`src/rtl/fetch_unit_if.sv`:
```
// Instruction-memory request/valid bus between the fetch stage and imem.
interface fetch_unit_if;
    logic [31:0] imem_addr;
    logic        imem_req;
    logic [31:0] imem_rdata;
    logic        imem_valid;

    // Fetch stage drives the address/request and consumes the returned word.
    modport master (
        output imem_addr,
        output imem_req,
        input  imem_rdata,
        input  imem_valid
    );

    // Instruction memory answers a request with a word and a valid strobe.
    modport slave (
        input  imem_addr,
        input  imem_req,
        output imem_rdata,
        output imem_valid
    );
endinterface

```
`src/rtl/fetch_unit.sv`:
```
// MIPS instruction fetch stage: program counter, one-word fetch per issue,
// next-PC selection (jr / j / branch / sequential) and a retired counter.
module fetch_unit #(
    parameter logic [31:0] RESET_PC = 32'h0000_0000
) (
    input  logic         clk,
    input  logic         rst_n,
    fetch_unit_if.master imem,
    input  logic         stall,
    input  logic         Branch,
    input  logic         Jump,
    input  logic         negzero,
    input  logic         zero,
    input  logic [31:0]  rs_data,
    output logic [31:0]  instr,
    output logic [5:0]   ins,
    output logic [5:0]   func,
    output logic         instr_valid,
    output logic [31:0]  pc_plus4,
    output logic [31:0]  icount,
    output logic         err_misalign
);

    typedef enum logic [1:0] {
        ST_IDLE,
        ST_FETCH,
        ST_ISSUE
    } state_t;

    state_t      r_state;
    logic [31:0] r_pc;
    logic [31:0] r_instr;
    logic [31:0] r_icount;
    logic        r_req;
    logic        r_instr_valid;
    logic        r_err;

    logic [31:0] w_pc_plus4;
    logic [31:0] w_br_offset;
    logic        w_is_jr;
    logic        w_br_taken;
    logic [31:0] w_next_pc;

    // Everything the decoder sees is taken straight from registers.
    assign w_pc_plus4  = r_pc + 32'd4;
    assign w_br_offset = {{14{r_instr[15]}}, r_instr[15:0], 2'b00};
    assign w_is_jr     = (r_instr[31:26] == 6'b000000) && (r_instr[5:0] == 6'b001000);
    assign w_br_taken  = Branch && (zero ^ negzero);

    // Next-PC selection: jr beats j/jal, which beats a taken branch.
    always_comb begin
        // NOTE: default first so every path assigns w_next_pc and no latch is inferred.
        w_next_pc = w_pc_plus4;
        if (w_is_jr) begin
            w_next_pc = {rs_data[31:2], 2'b00};
        end else if (Jump) begin
            w_next_pc = {w_pc_plus4[31:28], r_instr[25:0], 2'b00};
        end else if (w_br_taken) begin
            w_next_pc = w_pc_plus4 + w_br_offset;
        end
    end

    // Fetch FSM; req/valid are registered alongside the state they belong to.
    always_ff @(posedge clk or negedge rst_n) begin
        if (!rst_n) begin
            r_state       <= ST_IDLE;
            r_pc          <= RESET_PC;
            r_instr       <= 32'h0;
            r_icount      <= 32'h0;
            r_req         <= 1'b0;
            r_instr_valid <= 1'b0;
            r_err         <= 1'b0;
        end else begin
            // NOTE: non-blocking assignments so every register samples pre-edge values.
            case (r_state)
                ST_IDLE: begin
                    r_state <= ST_FETCH;
                    r_req   <= 1'b1;
                end
                ST_FETCH: begin
                    if (imem.imem_valid) begin
                        r_instr       <= imem.imem_rdata;
                        r_state       <= ST_ISSUE;
                        r_req         <= 1'b0;
                        r_instr_valid <= 1'b1;
                    end
                end
                ST_ISSUE: begin
                    if (!stall) begin
                        r_pc          <= w_next_pc;
                        r_icount      <= r_icount + 32'd1;
                        r_state       <= ST_FETCH;
                        r_req         <= 1'b1;
                        r_instr_valid <= 1'b0;
                        if (w_is_jr && (rs_data[1:0] != 2'b00)) begin
                            r_err <= 1'b1;
                        end
                    end
                end
                default: begin
                    r_state       <= ST_IDLE;
                    r_req         <= 1'b0;
                    r_instr_valid <= 1'b0;
                end
            endcase
        end
    end

    assign imem.imem_addr = r_pc;
    assign imem.imem_req  = r_req;
    assign pc_plus4       = w_pc_plus4;
    assign instr          = r_instr;
    assign ins            = r_instr[31:26];
    assign func           = r_instr[5:0];
    assign instr_valid    = r_instr_valid;
    assign icount         = r_icount;
    assign err_misalign   = r_err;

endmodule

```
`src/flat_wrapper.sv`:
```
// flat-port wrapper written by rule: the top's interface ports become plain ports
module fetch_unit_flat 
#(
    parameter logic [31:0] RESET_PC = 32'h0000_0000
)
  (clk, rst_n, stall, Branch, Jump, negzero, zero, rs_data, instr, ins, func, instr_valid, pc_plus4, icount, err_misalign, imem_imem_addr, imem_imem_req, imem_imem_rdata, imem_imem_valid);
  fetch_unit_if imem_i ();
  input  logic clk;
  input  logic rst_n;
  input  logic stall;
  input  logic Branch;
  input  logic Jump;
  input  logic negzero;
  input  logic zero;
  input  logic [31:0] rs_data;
  output logic [31:0] instr;
  output logic [5:0] ins;
  output logic [5:0] func;
  output logic instr_valid;
  output logic [31:0] pc_plus4;
  output logic [31:0] icount;
  output logic err_misalign;
  output wire logic [$bits(imem_i.imem_addr)-1:0] imem_imem_addr;
  output wire logic [$bits(imem_i.imem_req)-1:0] imem_imem_req;
  input wire logic [$bits(imem_i.imem_rdata)-1:0] imem_imem_rdata;
  input wire logic [$bits(imem_i.imem_valid)-1:0] imem_imem_valid;
  assign imem_imem_addr = imem_i.imem_addr;
  assign imem_imem_req = imem_i.imem_req;
  assign imem_i.imem_rdata = imem_imem_rdata;
  assign imem_i.imem_valid = imem_imem_valid;
  fetch_unit #(.RESET_PC(RESET_PC)) u_core (.clk(clk), .rst_n(rst_n), .imem(imem_i), .stall(stall), .Branch(Branch), .Jump(Jump), .negzero(negzero), .zero(zero), .rs_data(rs_data), .instr(instr), .ins(ins), .func(func), .instr_valid(instr_valid), .pc_plus4(pc_plus4), .icount(icount), .err_misalign(err_misalign));
endmodule
```
`config.mk`:
```
export PLATFORM = sky130hd
export DESIGN_NAME = fetch_unit_flat
export DESIGN_NICKNAME = d
export VERILOG_FILES = /design/src/rtl/fetch_unit_if.sv /design/src/rtl/fetch_unit.sv /design/src/flat_wrapper.sv
export SDC_FILE = /design/constraint.sdc
export NUM_CORES = 1
export LEC_CHECK = 0
export BUFFER_PORTS_ARGS = -buffer_cell sky130_fd_sc_hd__buf_4
export CAP_MARGIN = 15
export CORE_MARGIN = 1
export CORE_UTILIZATION = 35
export DETAILED_ROUTE_END_ITERATION = 8
export HOLD_SLACK_MARGIN = 0.02
export PLACE_DENSITY = 0.57
export RECOVER_POWER = 100
export SETUP_SLACK_MARGIN = 0.05
export SLEW_MARGIN = 30
export SYNTH_ARGS = -nofsm -noshare
export SYNTH_HDL_FRONTEND = slang
export SYNTH_SLANG_ARGS = --single-unit
```
`constraint.sdc`:
```
create_clock -name clk -period 6.2 [get_ports clk]
set_input_delay 0.31 -clock clk [delete_from_list [all_inputs] [get_ports clk]]
set_output_delay 0.31 -clock clk [all_outputs]
set_load 0.1 [all_outputs]
```
==> reports/results.ini <==
[outcome]
run_status = complete, but fails checks
violations = capacitance limit, slew limit

[floorplan]
core_area_um2 = 19500
die_w_um = 143
die_y_um = 143
dieArea_um2 = 20600
rows = 51
initial_core_util = 0.359
io-pin-count = 215

[synth]
syn_area_per_cell_um2 = 9.15
synthMuxAreaShare = 0.0604
yosysWarnings = 0
synth_compound_area_frac = 0.184
synth_ff_type = dfrtp_1
seq_area_frac_synth = 0.350
syn_inst = 766
synth_cell_types = 72
synth-simple-area-share = 0.186
synthArstFlopShare = 1.00
syn_area_um2 = 7010
synth-adder-area-share = 0.0707
synth-edff-count = 0
synth_xor_area_frac = 0.101
synth_seq_cells = 98
synth_top_family_by_area = simple AND/OR/NAND/NOR gates

[clock_tree]
clk-insertion-delay-late_ps = 360
numClockSinks = 98
cts.path.max_buffers = 2
cts_htree_levels = 3
cts_setup_buffers = 0
post_cts_resized = 0
cts_buffers = 9
cts_tree = yes
clk_pin_slew_ps = 80
ctsRootBufferMaster = clkbuf_16

[global_routing]
gr-usage-all-layers = 0.223
grt_start_max_net_pins = 65
antenna_found_initial = 2
gr-total-overflow = 0
grt_pass1_vias = 6379
grt_pass1_wl_mm = 35.0

[route]
wl_per_cell_um = 18.3
drtIter0Drc = 335
first_pass_iters = 5
drc = 0
maxUsedRoutingLayer = met4
routed_wl_mm = 22.4
vias = 6434
viasPerCell = 5.25
dr_wl_met3_mm = 1.11
drt-met1-wl_mm = 10.5
routed-wl-met2_mm = 10.4
ant_nets = 0

[critical_path]
crit_buf_inv = 0
crit_chain = ha_1 > nand3_1 > nor2_1 > nand2_1 > xnor2_1 > ha_1 > a21o_1 > a21o_1 > nor4_1 > nor3_1 > a311oi_1 > a41o_1 > nand2_1 > a221o_1
cp_max_fo = 7
critPathKind = reg -> reg
crit_slowest_cell = nor2_1
worst_ep_required_time_ps = 6440
end_kind = flip-flop
worst_path_largest_cell_delay_ps = 470
worstPathArrival_ps = 4190
path_delay_family = simple AND/OR/NAND/NOR gates
start_kind = flip-flop

[timing]
tns_ps = 0
worst_pin_slew_ps = 2260
rsz0062_at_grt = false
skew_ps = 9.69
final.min_clock_period_ps = 3940
setup_viol = 0
finalHoldViolCount = 0
finalCritPeriodShare = 0.636
slew_violations = 146
fmax_mhz = 254
relSlewSlack = -0.509

[final_layout]
drive_above_1_share = 0.147
syn_to_final_growth_pct = 20.9
nNetsFinal = 1064
n_fill_cell = 2097

[flow_run]
cap_violations = 3

[placement]
hpwl_mm = 16.8
portBuffers = 210
gp_congestion = 0.912

[hold_path]
min_path_type = in -> reg

## routing by layer
| layer | vias to the layer above | track usage |
|---|---|---|
| met2 | 201 | 0.356 |
| met5 | - | 0 |
| met4 | 0 | 0.0767 |
| met3 | 27 | 0.0417 |
| li1 | 3145 | - |
| met1 | 3061 | 0.301 |
## cell type report
class | instances | area [um^2] | share of cell area
Sequential cell | 98 | 2450 | 0.290
Timing Repair Buffer | 220 | 1120 | 0.132
Clock buffer | 9 | 225 | 0.0266
Multi-Input combinational cell | 615 | 4230 | 0.499
Inverter | 9 | 33.8 | 0.00399
Antenna cell | 2 | 5.00 | 0.000591
Tap cell | 265 | 332 | 0.0391
Clock inverter | 7 | 78.8 | 0.00931
## through the flow
| stage | setup slack [ps] | hold WS, ps | utilization | cells | cell area (um^2) |
|---|---|---|---|---|---|
| 2_1_floorplan | 492 | 14.4 | - | 769 | 7020 |
| 3_3_place_gp | 2440 | 307 | 0.445 | 1206 | 8690 |
| 5_1_grt | 1890 | 167 | 0.434 | 1224 | 8470 |
| 6_report | 2260 | 180 | 0.434 | 1225 | 8470 |
| 3_5_place_dp | 2280 | 304 | 0.445 | 1206 | 8690 |
| 4_1_cts | 2260 | 164 | 0.461 | 1223 | 9010 |
## synthesized netlist by cell type, types with 4 or more instances
cell,n,share of area
dfrtp_1,98,0.35
mux2i_1,4,0.0057
xnor2_1,52,0.065
nor4_1,8,0.0071
nor2_1,44,0.024
a21oi_1,60,0.043
nand4_1,13,0.012
clkbuf_8,5,0.0098
mux2_2,34,0.055
and3_1,23,0.021
nor3_1,10,0.0071
a211oi_1,11,0.012
o21a_1,4,0.0043
o211a_1,4,0.0057
clkbuf_1,22,0.012
xor2_1,27,0.034
o21ai_0,45,0.032
and4_1,8,0.010
nand2_1,81,0.043
buf_4,16,0.017
nand3_1,29,0.021
o21ai_1,4,0.0029
a21o_1,22,0.024
or3_1,4,0.0036
inv_1,8,0.0043
o211ai_1,17,0.018
and2_1,5,0.0045
ha_1,38,0.068
nor2b_1,7,0.0063
## worst register-to-register path, stage by stage, from the launching register on
cell and delay [ps]:
dfrtp_1 460, ha_1 220, nand3_1 130, nor2_1 470, nand2_1 200, xnor2_1 310, ha_1 360, a21o_1 180
a21o_1 190, nor4_1 350, nor3_1 170, a311oi_1 310, a41o_1 140, nand2_1 60, a221o_1 300
## placed cells by master (no fill, tap or decap), types with 3 or more instances in the layout
master,instances
a211o_1,3
a211oi_1,11
a21o_1,22
a21oi_1,60
a221o_1,3
a31oi_1,3
and2_0,4
and3_1,23
and4_1,8
and4_4,3
buf_4,76
clkbuf_1,142
clkbuf_16,9
conb_1,4
dfrtp_1,98
ha_1,38
inv_1,8
mux2_2,33
mux2i_1,4
nand2_1,81
nand2b_1,3
nand3_1,30
nand4_1,13
nor2_1,44
nor2b_1,7
nor3_1,10
nor4_1,8
o211a_1,4
o211ai_1,17
o21a_1,4
o21ai_0,47
o22ai_1,3
or3_1,4
xnor2_1,52
xor2_1,27
## cell families after synthesis
logic type / count (synthesis)
adder cells (fa/ha/maj): 39
XOR/XNOR: 80
other: 1
buffers and inverters: 56
AND/OR/NAND/NOR: 253
flip-flops: 98
AO/OA/AOI/OAI: 201
multiplexers: 38
## timing repair
action,4_1_cts,5_1_grt
setup endpoints to repair,0,0
hold buffers,1,0
hold endpoints to repair,34,0
## flip-flops by register name (all words and copies together) (netlist names)
name and flops:
u_core.instr_valid 1, u_core.err_misalign 1, u_core.imem.imem_addr 30, u_core.instr 32
u_core.r_state 2, u_core.icount 32
## final timing paths
path	end	startpoint	slack [ps]	depth (start not counted)
worst max-delay path	u_core.imem.imem_addr[24]	u_core.imem.imem_addr[2]	2260	14
min in group asynchronous	u_core.instr[31]	rst_n	1060	2
worst min-delay path	u_core.instr[11]	imem_imem_rdata[11]	180	2
max in group asynchronous	u_core.icount[1]	rst_n	2670	3
worst max register to register	u_core.imem.imem_addr[24]	u_core.imem.imem_addr[2]	2260	14
worst min register to register	u_core.icount[31]	u_core.icount[31]	470	1
Power is left out: the tool's default activity adds up to more than one toggle a clock period on the data nets, which glitch-free logic cannot reach.
